===== src/rtl/des_rd_resp_split.sv =====
// Forwards AR reads, queues per-burst task context in order, and splits each R burst into one task per beat.
// R beat to task output takes one cycle; the R channel stalls whenever the output register is held by out_ready_i.
module des_rd_resp_split #(
  parameter int CTX_DEPTH = 8,
  parameter int TILE_ID   = 0,
  parameter int TASK_W    = 32,
  parameter int SUBTYPE_W = 4,
  parameter int SLOT_W    = 4
) (
  input  logic                        clk,
  input  logic                        rstn,
  input  logic                        req_valid_i,
  output logic                        req_ready_o,
  input  logic [31:0]                 req_araddr_i,
  input  logic [2:0]                  req_arsize_i,
  input  logic [7:0]                  req_arlen_i,
  input  logic [TASK_W-1:0]           req_task_i,
  input  logic [SUBTYPE_W-1:0]        req_subtype_i,
  input  logic                        req_mark_last_i,
  input  logic [SLOT_W-1:0]           req_cq_slot_i,
  output logic                        m_arvalid_o,
  input  logic                        m_arready_i,
  output logic [31:0]                 m_araddr_o,
  output logic [2:0]                  m_arsize_o,
  output logic [7:0]                  m_arlen_o,
  input  logic                        m_rvalid_i,
  output logic                        m_rready_o,
  input  logic [63:0]                 m_rdata_i,
  input  logic                        m_rlast_i,
  output logic                        out_valid_o,
  input  logic                        out_ready_i,
  output logic [TASK_W-1:0]           out_task_o,
  output logic [SUBTYPE_W-1:0]        out_subtype_o,
  output logic [SLOT_W-1:0]           out_cq_slot_o,
  output logic [63:0]                 out_data_o,
  output logic [7:0]                  out_word_id_o,
  output logic                        out_last_o,
  output logic [$clog2(CTX_DEPTH):0]  ctx_count_o,
  output logic                        err_o
);

  localparam int PTR_W = $clog2(CTX_DEPTH);
  localparam int CNT_W = PTR_W + 1;

  logic [TASK_W-1:0]    task_mem [CTX_DEPTH];
  logic [SUBTYPE_W-1:0] sub_mem  [CTX_DEPTH];
  logic [SLOT_W-1:0]    slot_mem [CTX_DEPTH];
  logic                 mark_mem [CTX_DEPTH];
  logic [7:0]           len_mem  [CTX_DEPTH];
  logic [2:0]           size_mem [CTX_DEPTH];

  logic [PTR_W-1:0] wr_ptr_q, wr_ptr_d, rd_ptr_q, rd_ptr_d;
  logic [CNT_W-1:0] ctx_count_q, ctx_count_d;
  logic [7:0]       beat_cnt_q, beat_cnt_d;
  logic             err_q, err_d;

  logic                 out_valid_q, out_valid_d;
  logic [TASK_W-1:0]    out_task_q, out_task_d;
  logic [SUBTYPE_W-1:0] out_sub_q, out_sub_d;
  logic [SLOT_W-1:0]    out_slot_q, out_slot_d;
  logic [63:0]          out_data_q, out_data_d;
  logic [7:0]           out_wid_q, out_wid_d;
  logic                 out_last_q, out_last_d;

  logic ctx_full, ctx_empty, push, pop, beat_acc, beat_use, at_len;

  logic [31:0] unused_tile;
  assign unused_tile = 32'(TILE_ID);

  // Full/empty come from the registered count, so a pop never frees a slot in the same cycle.
  assign ctx_full  = (ctx_count_q == CNT_W'(CTX_DEPTH));
  assign ctx_empty = (ctx_count_q == '0);

  assign m_arvalid_o = req_valid_i & ~ctx_full;
  assign req_ready_o = m_arready_i & ~ctx_full;
  assign m_araddr_o  = req_araddr_i;
  assign m_arsize_o  = req_arsize_i;
  assign m_arlen_o   = req_arlen_i;
  assign push        = m_arvalid_o & m_arready_i;

  assign m_rready_o = rstn & (~out_valid_q | out_ready_i);
  assign beat_acc   = m_rvalid_i & m_rready_o;
  assign beat_use   = beat_acc & ~ctx_empty;
  assign at_len     = (beat_cnt_q == len_mem[rd_ptr_q]);
  assign pop        = beat_use & m_rlast_i;

  always_comb begin
    wr_ptr_d    = push ? wr_ptr_q + 1'b1 : wr_ptr_q;
    rd_ptr_d    = pop ? rd_ptr_q + 1'b1 : rd_ptr_q;
    ctx_count_d = ctx_count_q;
    case ({push, pop})
      2'b10:   ctx_count_d = ctx_count_q + 1'b1;
      2'b01:   ctx_count_d = ctx_count_q - 1'b1;
      default: ctx_count_d = ctx_count_q;
    endcase

    beat_cnt_d = beat_cnt_q;
    if (beat_use) beat_cnt_d = m_rlast_i ? 8'd0 : beat_cnt_q + 8'd1;

    // Length mismatch in either direction, or a beat with no owning request.
    err_d = err_q | (beat_acc & ctx_empty) | (beat_use & (m_rlast_i ^ at_len));

    out_valid_d = out_valid_q;
    out_task_d  = out_task_q;
    out_sub_d   = out_sub_q;
    out_slot_d  = out_slot_q;
    out_data_d  = out_data_q;
    out_wid_d   = out_wid_q;
    out_last_d  = out_last_q;
    if (beat_use) begin
      out_valid_d = 1'b1;
      out_task_d  = task_mem[rd_ptr_q];
      out_sub_d   = sub_mem[rd_ptr_q];
      out_slot_d  = slot_mem[rd_ptr_q];
      out_data_d  = (size_mem[rd_ptr_q] == 3'd3) ? m_rdata_i : {32'h0, m_rdata_i[31:0]};
      out_wid_d   = beat_cnt_q;
      out_last_d  = mark_mem[rd_ptr_q] & at_len;
    end else if (out_ready_i) begin
      out_valid_d = 1'b0;
    end
  end

  always_ff @(posedge clk) begin
    if (push) begin
      task_mem[wr_ptr_q] <= req_task_i;
      sub_mem[wr_ptr_q]  <= req_subtype_i;
      slot_mem[wr_ptr_q] <= req_cq_slot_i;
      mark_mem[wr_ptr_q] <= req_mark_last_i;
      len_mem[wr_ptr_q]  <= req_arlen_i;
      size_mem[wr_ptr_q] <= req_arsize_i;
    end
  end

  always_ff @(posedge clk) begin
    if (!rstn) begin
      wr_ptr_q    <= '0;
      rd_ptr_q    <= '0;
      ctx_count_q <= '0;
      beat_cnt_q  <= '0;
      err_q       <= 1'b0;
      out_valid_q <= 1'b0;
      out_task_q  <= '0;
      out_sub_q   <= '0;
      out_slot_q  <= '0;
      out_data_q  <= '0;
      out_wid_q   <= '0;
      out_last_q  <= 1'b0;
    end else begin
      wr_ptr_q    <= wr_ptr_d;
      rd_ptr_q    <= rd_ptr_d;
      ctx_count_q <= ctx_count_d;
      beat_cnt_q  <= beat_cnt_d;
      err_q       <= err_d;
      out_valid_q <= out_valid_d;
      out_task_q  <= out_task_d;
      out_sub_q   <= out_sub_d;
      out_slot_q  <= out_slot_d;
      out_data_q  <= out_data_d;
      out_wid_q   <= out_wid_d;
      out_last_q  <= out_last_d;
    end
  end

  assign out_valid_o   = out_valid_q;
  assign out_task_o    = out_task_q;
  assign out_subtype_o = out_sub_q;
  assign out_cq_slot_o = out_slot_q;
  assign out_data_o    = out_data_q;
  assign out_word_id_o = out_wid_q;
  assign out_last_o    = out_last_q;
  assign ctx_count_o   = ctx_count_q;
  assign err_o         = err_q;

endmodule


===== config.mk =====
export PLATFORM = sky130hd
export DESIGN_NAME = des_rd_resp_split
export DESIGN_NICKNAME = d
export VERILOG_FILES = /design/src/rtl/des_rd_resp_split.sv
export SDC_FILE = /design/constraint.sdc
export NUM_CORES = 1
export LEC_CHECK = 0
export ABC_AREA = 1
export BUFFER_PORTS_ARGS = -buffer_cell sky130_fd_sc_hd__buf_2
export CORE_AREA = 8 8 197 199
export DETAILED_ROUTE_END_ITERATION = 10
export DIE_AREA = 0 0 205 207
export PLACE_DENSITY = 0.84
export SLEW_MARGIN = 0
export SYNTH_ARGS = -nofsm -noshare
export SYNTH_HDL_FRONTEND = slang
export SYNTH_SLANG_ARGS = --single-unit
export TNS_END_PERCENT = 10

===== constraint.sdc =====
create_clock -name clk -period 6 [get_ports clk]
set_input_delay 1.2 -clock clk [delete_from_list [all_inputs] [get_ports clk]]
set_output_delay 1.2 -clock clk [all_outputs]
set_load 0.01 [all_outputs]

==> metrics.md <==
| Metric | Value |
|---|---|
| Syn nets | 1994 |
| Ys Warns | 0 |
| Drt total wl | ~53000 um |
| Mapped Cells | around 1800 |
| Post CTS Setup Buffer Count | 0 |
| Worst setup SP type | primary input |
| Core Region | between 30000 and 40000 um2 |
| Status | finished clean |
| Min-Delay Path Class | reg -> reg |
| Synthesized cell area | ~21000 um2 |
| Fmax | ~300 MHz |
| Dpl ws | ~2.2 ns |
| Clock period minus worst slack | around 3.2 ns |
| Register area share after synthesis | between 70% and 80% |
| Final-report setup violation count | 0 |
| Max-Cap Viols | 0 |
| FF-to-FF Start | rd_ptr_q[0]$_SDFFE_PN0P_ |
| Post-synth top area share | 58.5% |
| Max FO, Critical Path | between 100 and 150 |
| Commonest non-fill, non-tap cell in the layout | edfxtp_1 |
| First-pass GRT wire length | 80500 um |
| WHS | approximately 0.48 ns |
| DP HPWL | about 33000 um |
| Pwr/cell area | ~340 nW/um2 |
| Post-cts hold buffer count | 0 |
| WHS Endpoint | out_data_o[8]$_SDFFE_PN0P_ |
| Hold_sp | out_data_o[8]$_SDFFE_PN0P_ |
| CP cell instances | buf_4 > inv_2 > a21oi_4 > nand3_4 > inv_6 > buf_4 > o21ai_0 > a21oi_1 |
| Netlist cell types | 36 |
| Fin crit share | a little over half |
| Vias per cell | between 5 and 6 |
| Max rail drop VDD | between 0.0002 and 0.0003 V |
| PortBufs | 255 |
| Most frequent cells in the layout | edfxtp_1, o21ai_0, buf_2 |
| Worst slew pin tran | between 1 and 1.5 ns |
| Clock-pin slew on the worst setup and hold paths | 0.06 ns |
| Setup Total Neg Slack | 0 ns |
| RR Endpoint | out_task_o[9]$_SDFFE_PN0P_ |
| Pre-antenna DRT Iters | 7 |
| Worst relative slew slack | between 20% and 30% |
| CTS buffer count | 52 |
| Crit Path Class | in -> reg |
| Layout cell share with drive strength beyond 1 | a little under a fifth |
| CP endpoint kind | flip-flop |
| Initial antenna violation count | 4 |
| All-layer global routing usage | about a quarter |
| Initial DRC count | 1471 |
| Starting Density | 59.5% |
| Synth top area cells | edfxtp_1, dfxtp_1, o21ai_0 |
| Vias | ~15000 |
| Die area | between 40000 and 50000 um2 |
| Clock tree sinks | about 550 |
| WP data required | about 6.5 ns |
| Root buf cell | clkbuf_16 |
| Remaining DRCs | 0 |
| Post-cts resize count | 0 |
| Yosys top cell by area | edfxtp_1 |
| Final Hold Vio Count | 0 |
| Number of synthesized register bits | between 500 and 600 |
| Layout area overhead | 13.8% |
| LEAKAGE | 9.06 nW |
| Setup ws final | roughly 2.8 ns |
| Final antenna-violating net count | 0 |
| Most frequent CP cell | buf_4 |
| Final Util | around 68% |
| RSZ-0062 raised after global routing | no |
| Data arrival, critical path | 3.76 ns |
| Largest net degree at the start of global routing | between 100 and 150 |
| Die Y | 207 um |
| R2r worst-path depth | 6 |
| Reg2reg setup slack | between 2 and 3 ns |
| Wirelength per Cell | roughly 21 um |
| Die X | 205 um |
| Max incr delay on CP | around 0.73 ns |
| Total grt overflow | 0 |
| Vias in the first global route | roughly 15000 |
| Syn avg cell area | roughly 12 um2 |
| Worst Hold Path Cells | 2 |
| Fillcell total | 2463 |
| Fin nets | 2163 |
| CTS Buffer Depth | 3 |
| Clk_skew | 0.0210 ns |
| TritonCTS clock tree | built |
| Num rows | 70 |
| CP max stage cell | inv_6 |
| Slew Viols, Final | 0 |
| Gpl congestion | roughly 0.85 |
| H-tree Lvls | 2 |
| Worst skew pair latency | approximately 0.59 ns |
| IO Count | between 300 and 400 |
-- report_power, final --
group	switching (mW)	internal, mW
Sequential	0.0542	4.22
Combinational	0.434	0.200
Clock	1.35	1.90
-- kinds of logic (layout without fill, tap and decap cells) --
family	after synthesis	in the layout	share of synthesized area, %
compound gates	513	513	13.1
buf+inv	243	456	5.41
xor+xnor	4	4	0.164
other cells	0	2	0
fa+ha+maj	6	6	0.351
flops	552	552	71.2
simple gates	515	515	9.71
-- sequential cells by signal (all words and copies together) (netlist names), 24 cells and up, named ones only --
register and cells:
slot_mem 32, out_task_o 32, len_mem 64, task_mem 256
sub_mem 32, out_data_o 64, size_mem 24
-- layer usage --
layer / up-vias / wire (um) / share of wire (%) / track usage [%]
met5: - / 23 / 0.044 / 0
met4: 4 / 2330 / 4.4 / 11.6
met2: 775 / 26100 / 49 / 40.5
met1: 7084 / 19900 / 38 / 29.0
li1: 6819 / - / - / -
met3: 158 / 4340 / 8.2 / 4.57
-- area by class of cell --
cell class / count / area (um2) / area share (%)
Sequential cell: 552 / 15200 / 62.6
Multi-Input combinational cell: 1038 / 5050 / 20.8
Clock buffer: 84 / 1560 / 6.41
Timing Repair Buffer: 273 / 1410 / 5.82
Tap cell: 468 / 586 / 2.41
Inverter: 85 / 327 / 1.34
Clock inverter: 14 / 154 / 0.633
Antenna cell: 2 / 5.00 / 0.0206
-- worst max-delay path by stage --
stage,start,endpoint,slack [ns],depth (start not counted)
after CTS,rstn,out_task_o[11]$_SDFFE_PN0P_,2.79,8
after detailed placement,rstn,out_task_o[13]$_SDFFE_PN0P_,2.18,8
after floorplan,m_arready_i,len_mem[0][0]$_DFFE_PP_,1.53,6
after global placement,m_arready_i,len_mem[2][0]$_DFFE_PP_,2.33,8
after global routing,rstn,out_task_o[10]$_SDFFE_PN0P_,2.50,8
final,rstn,out_task_o[8]$_SDFFE_PN0P_,2.75,8
-- synthesized netlist by cell type, drive strengths merged --
master and number:
clkinv 2, a221oi 2, dfxtp 136, edfxtp 416, buf 84, xnor2 1, nor3 4, a211oi 1
clkbuf 74, o311ai 4, inv 83, o22ai 40, nand3 63, ha 6, o221ai 40, o21ai 324
nand3b 1, xor2 3, nand4 4, nor3b 1, a21oi 101, nand2 183, nor2 259, a31oi 1
-- per-stage QoR --
stage	cells	total power [mW]	area [um2]
global route	2516	8.41	24300
detailed placement	2416	4.98	22600
floorplan	1833	4.73	21400
finish	2516	8.16	24300
global placement	2416	4.95	22600
CTS	2514	8.18	24300
-- critical path: cells and delay by family --
family | cells | cell delay, ns
buf+inv | 4 | 1.53
compound gates | 3 | 0.57
simple gates | 1 | 0.36
No activity file was read; power rests on OpenSTA's default activity.
